**src/rtl/uart_gen_pkg.sv**
```systemverilog
// Shared types and helpers for the configurable UART transmitter.
//   tx_state_e    : serialiser states
//   parity_e      : decoded parity mode
//   frame_parity(): parity bit over the low nbits of a data word
package uart_gen_pkg;

  typedef enum logic [2:0] {IDLE, START, DATA, PARITY, STOP} tx_state_e;
  typedef enum logic [1:0] {PAR_NONE, PAR_EVEN, PAR_ODD} parity_e;

  localparam logic [3:0] DEFAULT_DATA_BITS = 4'd8;
  localparam logic [3:0] MIN_DATA_BITS     = 4'd5;

  // Working width for parity evaluation; wide enough for any 4-bit bit count.
  localparam int PAR_W = 16;

  // Code 3 is reserved and behaves like "no parity".
  function automatic parity_e decode_parity(input logic [1:0] code);
    case (code)
      2'd1:    return PAR_EVEN;
      2'd2:    return PAR_ODD;
      default: return PAR_NONE;
    endcase
  endfunction

  function automatic logic frame_parity(input logic [PAR_W-1:0] data,
                                        input logic [3:0] nbits,
                                        input parity_e mode);
    logic p;
    p = 1'b0;
    for (int i = 0; i < PAR_W; i++) begin
      if (i < int'(nbits)) p ^= data[i];
    end
    case (mode)
      PAR_EVEN: return p;
      PAR_ODD:  return ~p;
      default:  return 1'b0;
    endcase
  endfunction

endpackage

```
**src/rtl/uart_tx_gen_if.sv**
```systemverilog
// Write port of the transmitter FIFO (CSR side is master, transmitter is slave).
//   wr_valid   : write request
//   wr_data    : frame data, LSB-aligned
//   wr_ready   : FIFO not full
//   fifo_count : current FIFO occupancy
interface uart_tx_gen_if #(
  parameter int DATA_W_MAX = 9,
  parameter int FIFO_DEPTH = 8
) ();

  logic                          wr_valid;
  logic [DATA_W_MAX-1:0]         wr_data;
  logic                          wr_ready;
  logic [$clog2(FIFO_DEPTH):0]   fifo_count;

  modport master (output wr_valid, wr_data, input wr_ready, fifo_count);
  modport slave  (input wr_valid, wr_data, output wr_ready, fifo_count);

endinterface

```
**src/rtl/uart_tx_fifo.sv**
```systemverilog
// Synchronous FIFO holding words waiting to be serialised.
//   clk, rst  : clock, asynchronous active-high reset
//   push      : write request (ignored when full)
//   push_data : word to write
//   pop       : remove head (ignored when empty)
//   head      : oldest word
//   full/empty/count : occupancy status
module uart_tx_fifo #(
  parameter int DEPTH = 8,
  parameter int WIDTH = 9
) (
  input  logic                     clk,
  input  logic                     rst,
  input  logic                     push,
  input  logic [WIDTH-1:0]         push_data,
  input  logic                     pop,
  output logic [WIDTH-1:0]         head,
  output logic                     full,
  output logic                     empty,
  output logic [$clog2(DEPTH):0]   count
);

  localparam int AW = $clog2(DEPTH);
  localparam int CW = AW + 1;

  logic [WIDTH-1:0] mem [DEPTH];
  logic [AW-1:0]    wr_ptr;
  logic [AW-1:0]    rd_ptr;
  logic             do_push;
  logic             do_pop;

  // Full blocks writes even if a pop happens on the same edge.
  assign full    = (count == CW'(DEPTH));
  assign empty   = (count == '0);
  assign do_push = push && !full;
  assign do_pop  = pop && !empty;
  assign head    = mem[rd_ptr];

  always_ff @(posedge clk) begin
    if (do_push) mem[wr_ptr] <= push_data;
  end

  // Pointers wrap naturally because DEPTH is a power of two.
  always_ff @(posedge clk or posedge rst) begin
    if (rst) begin
      wr_ptr <= '0;
      rd_ptr <= '0;
      count  <= '0;
    end else begin
      if (do_push) wr_ptr <= wr_ptr + AW'(1);
      if (do_pop)  rd_ptr <= rd_ptr + AW'(1);
      case ({do_push, do_pop})
        2'b10:   count <= count + CW'(1);
        2'b01:   count <= count - CW'(1);
        default: count <= count;
      endcase
    end
  end

endmodule

```
**src/rtl/uart_tx_gen.sv**
```systemverilog
// Configurable UART transmitter with internal TX FIFO.
//   clk, rst       : clock, asynchronous active-high reset
//   tx_en          : allows new frames to start
//   cfg_div        : clocks per bit minus 1
//   cfg_data_bits  : data bits per frame (5..DATA_W_MAX, otherwise 8)
//   cfg_parity     : 0 none, 1 even, 2 odd, 3 none
//   cfg_stop2      : two stop bits when set
//   wr             : FIFO write port (valid/ready, data, occupancy)
//   tx             : registered serial line
//   busy           : serialiser not idle
//   data_sent      : one-clock pulse at the end of each frame
//
// state  | meaning
// IDLE   | line high, waiting for tx_en and a queued word
// START  | start bit (tx=0)
// DATA   | data bits, LSB first
// PARITY | optional parity bit
// STOP   | one or two stop bits (tx=1)
module uart_tx_gen
  import uart_gen_pkg::*;
#(
  parameter int DATA_W_MAX = 9,
  parameter int FIFO_DEPTH = 8,
  parameter int DIV_W      = 16
) (
  input  logic              clk,
  input  logic              rst,
  input  logic              tx_en,
  input  logic [DIV_W-1:0]  cfg_div,
  input  logic [3:0]        cfg_data_bits,
  input  logic [1:0]        cfg_parity,
  input  logic              cfg_stop2,
  uart_tx_gen_if.slave      wr,
  output logic              tx,
  output logic              busy,
  output logic              data_sent
);

  localparam logic [3:0] MAX_BITS = 4'(DATA_W_MAX);

  logic [DATA_W_MAX-1:0] head;
  logic                  fifo_full;
  logic                  fifo_empty;
  logic                  pop;

  uart_tx_fifo #(.DEPTH(FIFO_DEPTH), .WIDTH(DATA_W_MAX)) u_fifo (
    .clk       (clk),
    .rst       (rst),
    .push      (wr.wr_valid),
    .push_data (wr.wr_data),
    .pop       (pop),
    .head      (head),
    .full      (fifo_full),
    .empty     (fifo_empty),
    .count     (wr.fifo_count)
  );

  assign wr.wr_ready = !fifo_full;

  tx_state_e             state;
  logic [DIV_W-1:0]      f_div;
  logic [DIV_W-1:0]      div_cnt;
  logic [3:0]            f_bits;
  logic [3:0]            bit_cnt;
  parity_e               f_par;
  logic                  f_stop2;
  logic                  f_par_bit;
  logic [DATA_W_MAX-1:0] shreg;

  logic [3:0] start_bits;
  parity_e    start_par;
  logic       bit_end;
  logic       frame_done;

  assign start_bits = (cfg_data_bits < MIN_DATA_BITS || cfg_data_bits > MAX_BITS)
                      ? DEFAULT_DATA_BITS : cfg_data_bits;
  assign start_par  = decode_parity(cfg_parity);

  // Divisor counter counts down to zero; zero marks the last clock of a bit.
  assign bit_end    = (div_cnt == '0);
  assign frame_done = (state == STOP) && bit_end && (bit_cnt == '0);
  // A new frame may start from idle or directly on the last stop-bit edge.
  assign pop        = tx_en && !fifo_empty && (state == IDLE || frame_done);

  always_ff @(posedge clk or posedge rst) begin
    if (rst) begin
      state     <= IDLE;
      tx        <= 1'b1;
      busy      <= 1'b0;
      data_sent <= 1'b0;
      div_cnt   <= '0;
      bit_cnt   <= '0;
      shreg     <= '0;
      f_div     <= '0;
      f_bits    <= DEFAULT_DATA_BITS;
      f_par     <= PAR_NONE;
      f_stop2   <= 1'b0;
      f_par_bit <= 1'b0;
    end else begin
      data_sent <= frame_done;
      if (pop) begin
        state     <= START;
        busy      <= 1'b1;
        tx        <= 1'b0;
        shreg     <= head;
        f_bits    <= start_bits;
        f_par     <= start_par;
        f_stop2   <= cfg_stop2;
        f_div     <= cfg_div;
        div_cnt   <= cfg_div;
        f_par_bit <= frame_parity(PAR_W'(head), start_bits, start_par);
      end else if (state != IDLE && !bit_end) begin
        div_cnt <= div_cnt - DIV_W'(1);
      end else begin
        div_cnt <= f_div;
        case (state)
          IDLE: begin
            tx   <= 1'b1;
            busy <= 1'b0;
          end
          START: begin
            state   <= DATA;
            tx      <= shreg[0];
            shreg   <= shreg >> 1;
            bit_cnt <= f_bits - 4'd1;
          end
          DATA: begin
            if (bit_cnt != '0) begin
              tx      <= shreg[0];
              shreg   <= shreg >> 1;
              bit_cnt <= bit_cnt - 4'd1;
            end else if (f_par != PAR_NONE) begin
              state <= PARITY;
              tx    <= f_par_bit;
            end else begin
              state   <= STOP;
              tx      <= 1'b1;
              bit_cnt <= {3'b000, f_stop2};
            end
          end
          PARITY: begin
            state   <= STOP;
            tx      <= 1'b1;
            bit_cnt <= {3'b000, f_stop2};
          end
          STOP: begin
            if (bit_cnt != '0) begin
              bit_cnt <= bit_cnt - 4'd1;
            end else begin
              state <= IDLE;
              busy  <= 1'b0;
              tx    <= 1'b1;
            end
          end
          default: begin
            state <= IDLE;
            busy  <= 1'b0;
            tx    <= 1'b1;
          end
        endcase
      end
    end
  end

endmodule
```
**src/flat_wrapper.sv**
```systemverilog
// flat-port wrapper written by rule: the top's interface ports become plain ports
module uart_tx_gen_flat import uart_gen_pkg::*;
#(
  parameter int DATA_W_MAX = 9,
  parameter int FIFO_DEPTH = 8,
  parameter int DIV_W      = 16
)
  (clk, rst, tx_en, cfg_div, cfg_data_bits, cfg_parity, cfg_stop2, tx, busy, data_sent, wr_wr_valid, wr_wr_data, wr_wr_ready, wr_fifo_count);
  uart_tx_gen_if #(.DATA_W_MAX(DATA_W_MAX), .FIFO_DEPTH(FIFO_DEPTH)) wr_i ();
  input  logic clk;
  input  logic rst;
  input  logic tx_en;
  input  logic [DIV_W-1:0] cfg_div;
  input  logic [3:0] cfg_data_bits;
  input  logic [1:0] cfg_parity;
  input  logic cfg_stop2;
  output logic tx;
  output logic busy;
  output logic data_sent;
  input wire logic [$bits(wr_i.wr_valid)-1:0] wr_wr_valid;
  input wire logic [$bits(wr_i.wr_data)-1:0] wr_wr_data;
  output wire logic [$bits(wr_i.wr_ready)-1:0] wr_wr_ready;
  output wire logic [$bits(wr_i.fifo_count)-1:0] wr_fifo_count;
  assign wr_i.wr_valid = wr_wr_valid;
  assign wr_i.wr_data = wr_wr_data;
  assign wr_wr_ready = wr_i.wr_ready;
  assign wr_fifo_count = wr_i.fifo_count;
  uart_tx_gen #(.DATA_W_MAX(DATA_W_MAX), .FIFO_DEPTH(FIFO_DEPTH), .DIV_W(DIV_W)) u_core (.clk(clk), .rst(rst), .tx_en(tx_en), .cfg_div(cfg_div), .cfg_data_bits(cfg_data_bits), .cfg_parity(cfg_parity), .cfg_stop2(cfg_stop2), .wr(wr_i), .tx(tx), .busy(busy), .data_sent(data_sent));
endmodule
```
**config.mk**
```make
export PLATFORM = sky130hd
export DESIGN_NAME = uart_tx_gen_flat
export DESIGN_NICKNAME = d
export VERILOG_FILES = /design/src/rtl/uart_gen_pkg.sv /design/src/rtl/uart_tx_gen_if.sv /design/src/rtl/uart_tx_fifo.sv /design/src/rtl/uart_tx_gen.sv /design/src/flat_wrapper.sv
export SDC_FILE = /design/constraint.sdc
export NUM_CORES = 1
export LEC_CHECK = 0
export CORE_ASPECT_RATIO = 2
export CORE_UTILIZATION = 45
export DETAILED_ROUTE_END_ITERATION = 8
export HOLD_SLACK_MARGIN = 0.12
export PLACE_DENSITY_LB_ADDON = 0.2
export SETUP_SLACK_MARGIN = 0.1
export SYNTH_ARGS = -nofsm -noshare
export SYNTH_HDL_FRONTEND = slang
export SYNTH_SLANG_ARGS = --single-unit
```
**constraint.sdc**
```tcl
create_clock -name clk -period 10.6 [get_ports clk]
set_clock_uncertainty 0.15 [all_clocks]
set_input_delay 2.65 -clock clk [delete_from_list [all_inputs] [get_ports clk]]
set_output_delay 2.65 -clock clk [all_outputs]
set_load 0.005 [all_outputs]
```
==> run metrics, run 1 <==
FF-to-FF path depth 15; Seq cells post-synth approximately 140; synthesized area divided by synthesized cell count approximately 12 um2; fillers roughly 1200; TritonCTS buffer count 17; average wire per standard cell between 15 and 20 um; post-place instance area 7030 um2; peak ir drop on the vdd network approximately 0.10 mV; critical setup path kind in2reg; post-layout utilization of the core 54.5%; required time worst endpoint 10740 ps; violation count after the first detailed-route iteration 273; cells after synthesis approximately 520; number of global-route vias before repair between 4000 and 5000; clock insertion delay at the later pin of the skew report a little over 400 ps; accumulated negative setup slack 0 ps; vertical extent of the die about 170 um; floorplan die area about 15000 um2; maximum operating frequency 185 MHz; max capacitance violation total 0; top cells by area, synth sky130_fd_sc_hd__edfxtp_1, sky130_fd_sc_hd__dfrtp_1, sky130_fd_sc_hd__nand2_1; Avg Vias per Cell between 5 and 6; clock transition time at the flip-flop clock pins of the worst setup and hold paths ~60 ps; H-tree lvl count 4; overflow left after global routing 0; async set-or-reset flop fraction in the synthesized netlist around half; r2r setup slk 6150 ps; wire length of the first global-routing pass between 20 and 25 mm; number of core rows 61; RSZ-0062 raised after global routing false; remaining antenna violation count 0; number of flops mapped to enable cells by yosys 72; CTS sink count roughly 140; leakage dissipation ~2.9 nW; sequential group share of total power 46.9%; Resize count post-CTS 0; Power Dens Cells about 190 nW/um2; transition time at the pin with the least slew margin 1090 ps; fraction of power spent switching nets roughly a quarter; nature of the critical path startpoint input port; DR vias around 4200; worst hold path startpoint u_core.f_div[10]; largest area contributor in the netlist sky130_fd_sc_hd__edfxtp_1; final setup fails 0; port bufs 43; area share of the largest cell type after synthesis roughly a third; hold-critical path depth 2; final HPWL from detailed placement 9.36 mm; Area growth, synth to finish 18.3%; Seq/Total Area, Yosys 60.4%; Non-Filler Instances just under 800; Design Area, Final between 7000 and 8000 um2; cell count after placement between 700 and 800; element type at the critical path end register; Hold Crit Endpoint u_core.f_div[10]; Int Power between 1 and 1.5 mW; effective utilization at floorplan 46.1%; Final Worst Setup Slack 5190 ps; post-synth net total 570; final number of hold-violating endpoints 0; Setup WS pre-CTS roughly 4800 ps; final layout net count 614; switching power about 350 uW; Data arrival, critical path 5550 ps; run status complete, no violations; number of buffers inserted for hold repair after clock tree synthesis 0; placeable core region approximately 14000 um2; Clock power frac between 40% and 50%; top library cells by usage in the layout, fill and taps aside sky130_fd_sc_hd__nand2_1, sky130_fd_sc_hd__edfxtp_1, sky130_fd_sc_hd__dfrtp_1; antenna violations before repair 0; synth unique cells 57; primary flip-flop cell chosen by synthesis mapping sky130_fd_sc_hd__edfxtp_1; max_slew headroom a little over a quarter; total inserted antenna cells 0; all-layer global routing usage 20.2%; buffer type at the clock tree root sky130_fd_sc_hd__clkbuf_16; TritonCTS clock tree yes; final max-slew violation count 0; fin crit period 5410 ps; share of the cycle needed by the critical path after routing between 50% and 60%; beginning of the critical path tx_en; buffers inserted by post-CTS timing repair 0; most common cell after layout, fill and taps aside sky130_fd_sc_hd__nand2_1; fraction of layout instances using a drive strength above 1 about an eighth; final weighted congestion in routability-driven placement 0.835; startpoint of the lowest-slack register-to-register path u_core.div_cnt[0]; worst r2r dst u_core.u_fifo.count[3]; worst-case clock buffer depth 2; cell area after technology mapping about 6400 um2; overall die width between 80 and 90 um; final wirelength 13.6 mm; router iterations before antenna repair 5; number of remaining DRC errors 0; pin count of the biggest net entering global routing 70; Comb power frac a little under an eighth; Hold/Removal Path Class reg2reg; IO Count 44; highest net fanout along the worst path 35; Synth warnings 0
[layer usage]
layer / global-route usage (%) / vias up / wire length [um]
met1: 20.6 / 2075 / 5010
met2: 39.1 / 99 / 7860
li1: - / 1985 / -
met4: 8.55 / 0 / 341
met3: 3.74 / 29 / 381
met5: 0 / - / 0
[stage by stage]
step                power [mW]  hold slack (ps)
global placement         0.829              307
detailed placement       0.836              313
finish                    1.41              325
floorplan                0.759              289
CTS                       1.43              330
global route              1.47              357
[critical path, stage by stage]
cell and delay (ps):
sky130_fd_sc_hd__clkdlybuf4s50_1 460, sky130_fd_sc_hd__o41ai_1 130, sky130_fd_sc_hd__nor3_1 330, sky130_fd_sc_hd__nand2_1 160, sky130_fd_sc_hd__inv_2 530, sky130_fd_sc_hd__ha_1 330, sky130_fd_sc_hd__ha_1 240, sky130_fd_sc_hd__a21o_1 170
sky130_fd_sc_hd__a21oi_1 170, sky130_fd_sc_hd__xnor2_1 140, sky130_fd_sc_hd__nor2_1 70, sky130_fd_sc_hd__xor2_1 140
[state kept, by name (all words and copies together) (netlist names), 2 cells and up]
name                  cells
u_core.div_cnt           16
u_core.bit_cnt            4
u_core.state              3
u_core.f_div             16
u_core.u_fifo.mem        72
u_core.u_fifo.wr_ptr      3
u_core.shreg              9
u_core.f_bits             4
u_core.u_fifo.rd_ptr      3
u_core.u_fifo.count       4
u_core.f_par              2
[power groups by stage]
stage	logic, mW	clock network (mW)	registers (mW)
final	0.160	0.591	0.663
after CTS	0.164	0.599	0.663
after global routing	0.175	0.624	0.667
after detailed placement	0.163	0	0.674
after global placement	0.158	0	0.671
after floorplan	0.0948	0	0.664
[cell usage after synthesis, drive strengths merged (3+ instances only)]
library cell / number
ha: 9
nor2b: 9
a21oi: 16
a21boi: 3
mux2: 8
or3: 4
xor2: 9
nor4b: 3
mux4: 14
mux2i: 15
inv: 14
nand2: 99
nor2: 32
a22oi: 3
o21ai: 19
nor3b: 4
nor4: 3
nand3: 8
nor3: 17
o211ai: 14
clkbuf: 8
a21o: 3
edfxtp: 72
buf: 13
nand2b: 7
xnor2: 17
or4: 4
dfrtp: 67
o221a: 3
[layout make-up]
| class | count | area [um2] | area share [%] |
|---|---|---|---|
| Timing Repair Buffer | 46 | 453 | 5.95 |
| Clock inverter | 14 | 159 | 2.09 |
| Multi-Input combinational cell | 348 | 2400 | 31.5 |
| Sequential cell | 141 | 3890 | 51.1 |
| Clock buffer | 18 | 429 | 5.63 |
| Tap cell | 189 | 236 | 3.10 |
| Inverter | 14 | 52.6 | 0.690 |
[cell families (layout without fill, tap and decap cells)]
logic type,after synthesis,count (layout),share of synthesized area (%)
adders and majority gates,10,10,2.06
buffers and inverters,35,92,2.53
and+or+nand+nor,197,197,14.1
DFF,141,141,60.4
AOI/OAI and AO/OA,76,76,7.87
xor gates and xnor gates,28,28,4.24
muxes,37,37,8.80
[worst max path at each step]
stage	endpoint	cells after the start
2_1_floorplan	u_core.u_fifo.count[3]	12
3_3_place_gp	u_core.u_fifo.count[3]	12
4_1_cts	u_core.u_fifo.count[3]	12
3_5_place_dp	u_core.u_fifo.count[3]	12
5_1_grt	u_core.u_fifo.count[3]	12
6_report	u_core.u_fifo.count[3]	12
No activity file was read; power rests on OpenSTA's default activity.
==> inputs of run 2 (changes only) <==
==> constraint.sdc (replaced) <==
create_clock -name clk -period 5.5 [get_ports clk]
set_clock_uncertainty 0.15 [all_clocks]
set_input_delay 1.375 -clock clk [delete_from_list [all_inputs] [get_ports clk]]
set_output_delay 1.375 -clock clk [all_outputs]
set_load 0.005 [all_outputs]
==> run metrics, run 2 (synthesis results as in run 1) <==
Hold/Removal Path Class reg2reg; Area growth, synth to finish 19.1%; final max-slew violation count 0 (unchanged); register with the highest flop count u_core.u_fifo.mem; number of flip-flops under the largest register name 72 (unchanged); top library cells by usage in the layout, fill and taps aside sky130_fd_sc_hd__nand2_1, sky130_fd_sc_hd__edfxtp_1, sky130_fd_sc_hd__dfrtp_1; Seq. cell area 3890 um2 (unchanged); fraction of layout instances using a drive strength above 1 12.7% (+0.47 points); all-layer global routing usage 20.6% (+0.38 points); peak ir drop on the vdd network 0.213 mV (+100%); transition time at the pin with the least slew margin 1140 ps (+50.5 ps); element type at the critical path end register; fillers 1184 (-0.50%); buffers inserted by post-CTS timing repair 0 (unchanged); wire length of the first global-routing pass 22.6 mm (+2.4%); Setup WS pre-CTS 1490 ps (-3270 ps); max capacitance violation total 0 (unchanged); overall die width 86.6 um (unchanged); remaining antenna violation count 0 (unchanged); H-tree lvl count 4 (unchanged); effective utilization at floorplan 46.1% (unchanged); highest net fanout along the worst path 9 (-74%); beginning of the critical path u_core.div_cnt[0]; violation count after the first detailed-route iteration 224 (-18%); Resize count post-CTS 0 (unchanged); Data arrival, critical path 3920 ps (-1630 ps); number of remaining DRC errors 0 (unchanged); RSZ-0062 raised after global routing false; TritonCTS buffer count 17 (unchanged); TritonCTS clock tree yes; final wirelength 13.8 mm (+1.2%); final weighted congestion in routability-driven placement 0.825 (-1.2%); port bufs 43 (unchanged); maximum operating frequency around 260 MHz; average wire per standard cell 17.8 um (+0.98%); leading registers by flop count u_core.u_fifo.mem: 72 flops, u_core.div_cnt: 16 flops, u_core.f_div: 16 flops; most common cell after layout, fill and taps aside sky130_fd_sc_hd__nand2_1; required time worst endpoint 5640 ps (-5100 ps); DR vias 4174 (-0.33%); worst-case clock buffer depth 2 (unchanged); pin count of the biggest net entering global routing 50 (-29%); Final Worst Setup Slack 1720 ps (-3470 ps); clock transition time at the flip-flop clock pins of the worst setup and hold paths 60 ps (about the same); clock insertion delay at the later pin of the skew report 420 ps (about the same); run status complete, no violations; total inserted antenna cells 0 (unchanged); Avg Vias per Cell 5.41 (-0.59%); worst hold path startpoint u_core.f_div[14]; number of core rows 61 (unchanged); overflow left after global routing 0 (unchanged); critical setup path kind reg2reg; vertical extent of the die 171 um (unchanged); number of global-route vias before repair 4516 (+3.1%); max_slew headroom 23.7% (-3.4 points); router iterations before antenna repair 4 (-1); final HPWL from detailed placement 9.67 mm (+3.3%); final number of hold-violating endpoints 0 (unchanged); nature of the critical path startpoint register; accumulated negative setup slack 0 ps (unchanged); leakage dissipation 2.94 nW (+1.4%); floorplan die area 14800 um2 (unchanged); antenna violations before repair 0 (unchanged); multi-input combinational cell area 2400 um2 (unchanged); CTS sink count 141 (unchanged); Power Dens Cells 364 nW/um2 (+96%); r2r setup slk 1720 ps (-4430 ps); number of buffers inserted for hold repair after clock tree synthesis 0 (unchanged); placeable core region 14000 um2 (unchanged); share of the cycle needed by the critical path after routing about 69%; buffer type at the clock tree root sky130_fd_sc_hd__clkbuf_16; final layout net count 616 (+0.33%); final setup fails 0 (unchanged); IO Count 44 (unchanged); startpoint of the lowest-slack register-to-register path u_core.div_cnt[0]; fin crit period roughly 3800 ps
run 2: cell count changes in the layout (fill, tap and decap cells not counted), sizes merged:
cell / before / now
bufinv: 2 / 3
clkinvlp: 5 / 2
buf: 3 / 5
inv: 20 / 22
clkbuf: 18 / 17
clkinv: 1 / 2
run 2: power breakdown:
| part | switching (mW) | internal (mW) | leakage [nW] |
|---|---|---|---|
| logic | 0.161 | 0.146 | 1.11 |
| clock network | 0.477 | 0.732 | 0.303 |
| registers | 0.0581 | 1.22 | 1.52 |
| total | 0.696 | 2.10 | 2.94 |
run 2: layer usage:
metal / track usage [%] / share of wire (%) / vias up
met5: 0 / 0 / -
met1: 20.7 / 37 / 2098
met2: 40.2 / 59 / 77
li1: - / - / 1977
met4: 8.33 / 1.8 / 0
met3: 3.89 / 2.6 / 22
run 2: area by class of cell:
class                      instances  area share [%]
clock inverter                    15            2.61
sequential                       141            50.7
inverter                          14           0.685
multi-input combinational        348            31.2
tap                              189            3.08
timing repair buffer              48            6.10
clock buffer                      17            5.55
run 2: worst paths after layout:
check,end,depth (start not counted)
min in group asynchronous,u_core.bit_cnt[3],2
hold reg to reg,u_core.f_div[14],2
max in group asynchronous,u_core.f_div[3],3
hold / removal,u_core.f_div[14],2
setup reg to reg,u_core.u_fifo.count[3],15
setup / recovery,u_core.u_fifo.count[3],15
run 2: critical path: stages (launching register included):
cell and delay, ps:
sky130_fd_sc_hd__dfrtp_1 420, sky130_fd_sc_hd__inv_1 80, sky130_fd_sc_hd__ha_1 240, sky130_fd_sc_hd__nor4b_1 400
sky130_fd_sc_hd__nand2_1 280, sky130_fd_sc_hd__or4_1 610, sky130_fd_sc_hd__nand2_1 130, sky130_fd_sc_hd__nand2_1 100
sky130_fd_sc_hd__inv_2 100, sky130_fd_sc_hd__ha_1 200, sky130_fd_sc_hd__ha_1 250, sky130_fd_sc_hd__a21o_1 180
sky130_fd_sc_hd__a21oi_1 180, sky130_fd_sc_hd__xnor2_1 140, sky130_fd_sc_hd__nor2_1 60, sky130_fd_sc_hd__xor2_1 140
run 2: per-stage QoR:
step                util [%]  cell area, um2  total power, mW  hold WS (ps)  cells
floorplan                  -            6440             1.46           289    524
global placement        50.4            7040             1.60           308    740
detailed placement      50.4            7040             1.61           313    740
CTS                     54.9            7670             2.82           330    772
global route            54.9            7670             2.89           335    772
finish                  54.9            7670             2.79           327    772
==> inputs of run 3 (changes only) <==
==> constraint.sdc (replaced) <==
create_clock -name clk -period 3.9 [get_ports clk]
set_clock_uncertainty 0.15 [all_clocks]
set_input_delay 0.975 -clock clk [delete_from_list [all_inputs] [get_ports clk]]
set_output_delay 0.975 -clock clk [all_outputs]
set_load 0.005 [all_outputs]
==> run metrics, run 3 (synthesis results as in run 1) <==
number of flip-flops under the largest register name 72 (unchanged); most common cell after layout, fill and taps aside sky130_fd_sc_hd__nand2_1; Critical path buffers and inverters 2 (unchanged); DR vias 4202 (+0.67%); top library cells by usage in the layout, fill and taps aside sky130_fd_sc_hd__nand2_1, sky130_fd_sc_hd__edfxtp_1, sky130_fd_sc_hd__dfrtp_1; maximum cell stage delay along the critical path 580 ps (-30 ps); Hold/Removal Path Class reg2reg; accumulated negative setup slack 0 ps (unchanged); Area growth, synth to finish 19.8%; CP Depth 15 (unchanged); antenna violations before repair 0 (unchanged); overall die width 86.6 um (unchanged); placeable core region 14000 um2 (unchanged); worst-case clock buffer depth 2 (unchanged); CTS sink count 141 (unchanged); Data arrival, critical path 3710 ps (-210 ps); Setup WS pre-CTS 370 ps (-1120 ps); Non-Filler Instances 786 (+1.8%); Critical-path top delay cell sky130_fd_sc_hd__or4_1; clock insertion delay at the later pin of the skew report 420 ps (about the same); leading registers by flop count u_core.u_fifo.mem: 72 flops, u_core.div_cnt: 16 flops, u_core.f_div: 16 flops; final number of hold-violating endpoints 0 (unchanged); Clock power frac 41.0% (-2.3 points); Int Power 2.85 mW (+36%); worst r2r dst u_core.u_fifo.count[3]; Comb power frac 12.0% (+1.0 points); Power Dens Cells 496 nW/um2 (+36%); RSZ-0062 raised after global routing false; switching power 981 uW (+41%); buffers inserted by post-CTS timing repair 0 (unchanged); number of global-route vias before repair 4308 (-4.6%); Final Worst Setup Slack 339 ps (-1380 ps); final max-slew violation count 0 (unchanged); transition time at the pin with the least slew margin 1040 ps (-103 ps); Worst path top cell family by delay simple AND/OR/NAND/NOR gates; r2r setup slk 340 ps (-1380 ps); total inserted antenna cells 0 (unchanged); vertical extent of the die 171 um (unchanged); element type at the critical path end register; floorplan die area 14800 um2 (unchanged); violation count after the first detailed-route iteration 257 (+15%); overflow left after global routing 0 (unchanged); IO Count 44 (unchanged); maximum operating frequency 281 MHz (+6.1%); clock transition time at the flip-flop clock pins of the worst setup and hold paths 60 ps (about the same); Setup crit end u_core.u_fifo.count[3]; beginning of the critical path u_core.div_cnt[0]; number of buffers inserted for hold repair after clock tree synthesis 0 (unchanged); final weighted congestion in routability-driven placement 0.816 (-1.1%); final wirelength 14.0 mm (+1.5%); wire length of the first global-routing pass 22.2 mm (-1.4%); cell breakdown of the critical path inv_1 -> ha_1 -> nor4b_1 -> nand2_1 -> or4_1 -> nand2_1 -> nand2_1 -> inv_2 -> ha_1 -> ha_1 -> a21o_1 -> a21oi_1 -> xnor2_1 -> nor2_1 -> xor2_1; pin count of the biggest net entering global routing 38 (-24%); Avg Vias per Cell 5.35 (-1.1%); fraction of power spent switching nets 25.6% (+0.73 points); leakage dissipation 2.98 nW (+1.5%); remaining antenna violation count 0 (unchanged); number of remaining DRC errors 0 (unchanged); router iterations before antenna repair 5 (+1); max_slew headroom 30.9% (+7.2 points); register with the highest flop count u_core.u_fifo.mem; average wire per standard cell 17.8 um (-0.34%); port bufs 43 (unchanged); all-layer global routing usage 20.6% (+0.061 points); TritonCTS buffer count 17 (unchanged); critical setup path kind reg2reg; required time worst endpoint 4050 ps (-1590 ps); post-layout utilization of the core 55.2% (+0.33 points); peak ir drop on the vdd network 0.310 mV (+46%); final layout net count 630 (+2.3%); sequential group share of total power 46.9% (+1.1 points); max capacitance violation total 0 (unchanged); run status complete, no violations; fin crit period 3560 ps (-218 ps); effective utilization at floorplan 46.1% (unchanged); highest net fanout along the worst path 5 (-4); nature of the critical path startpoint register; FF-to-FF path depth 15 (unchanged); fraction of layout instances using a drive strength above 1 14.2% (+1.5 points); number of core rows 61 (unchanged); share of the cycle needed by the critical path after routing 91.3% (+23 points); cell count after placement 754 (+1.9%); TritonCTS clock tree yes; buffer type at the clock tree root sky130_fd_sc_hd__clkbuf_16; startpoint of the lowest-slack register-to-register path u_core.div_cnt[0]; H-tree lvl count 4 (unchanged); final HPWL from detailed placement 9.89 mm (+2.3%); final setup fails 0 (unchanged); Resize count post-CTS 0 (unchanged)
run 3: through the flow:
step,hold slack (ps),power [mW],instance area [um2]
final,325,3.83,7720
after global routing,346,3.99,7720
after CTS,328,3.88,7720
after detailed placement,312,2.29,7140
after global placement,309,2.27,7140
after floorplan,289,2.06,6440
run 3: metal layers:
layer / vias up / part of all wire (%) / global-route usage [%]
met5: - / 0 / 0
met4: 0 / 2.2 / 9.64
met3: 19 / 2.2 / 4.08
met2: 67 / 59 / 39.7
met1: 2108 / 36 / 20.7
li1: 2008 / - / -
run 3: area by class of cell:
class | count | area, um2
clock inverters | 15 | 151
repair buffers | 62 | 573
multi-input cells | 348 | 2390
fillers | 1198 | 6250
inverters | 14 | 52.6
clock buffers | 17 | 425
flip-flops and latches | 141 | 3890
well taps | 189 | 236
run 3: worst min-delay path: stages (launching register included):
cell and delay, ps:
sky130_fd_sc_hd__dfrtp_1 340, sky130_fd_sc_hd__nand2_1 50, sky130_fd_sc_hd__nand2_1 50
run 3: worst min path at each step:
stage               startpoint               to  slack (ps)  cells past startpoint
2_1_floorplan   u_core.f_stop2   u_core.f_stop2         290                      2
3_3_place_gp   u_core.f_div[2]  u_core.f_div[2]         310                      2
3_5_place_dp   u_core.f_div[3]  u_core.f_div[3]         310                      2
4_1_cts        u_core.f_div[3]  u_core.f_div[3]         330                      2
5_1_grt        u_core.f_div[3]  u_core.f_div[3]         350                      2
6_report       u_core.f_div[3]  u_core.f_div[3]         320                      2
run 3: power by group through the flow:
stage	registers [mW]	logic [mW]	clock network, mW
final	1.80	0.460	1.57
after global routing	1.81	0.505	1.68
after CTS	1.80	0.470	1.61
after detailed placement	1.83	0.468	0
after global placement	1.82	0.451	0
after floorplan	1.80	0.258	0
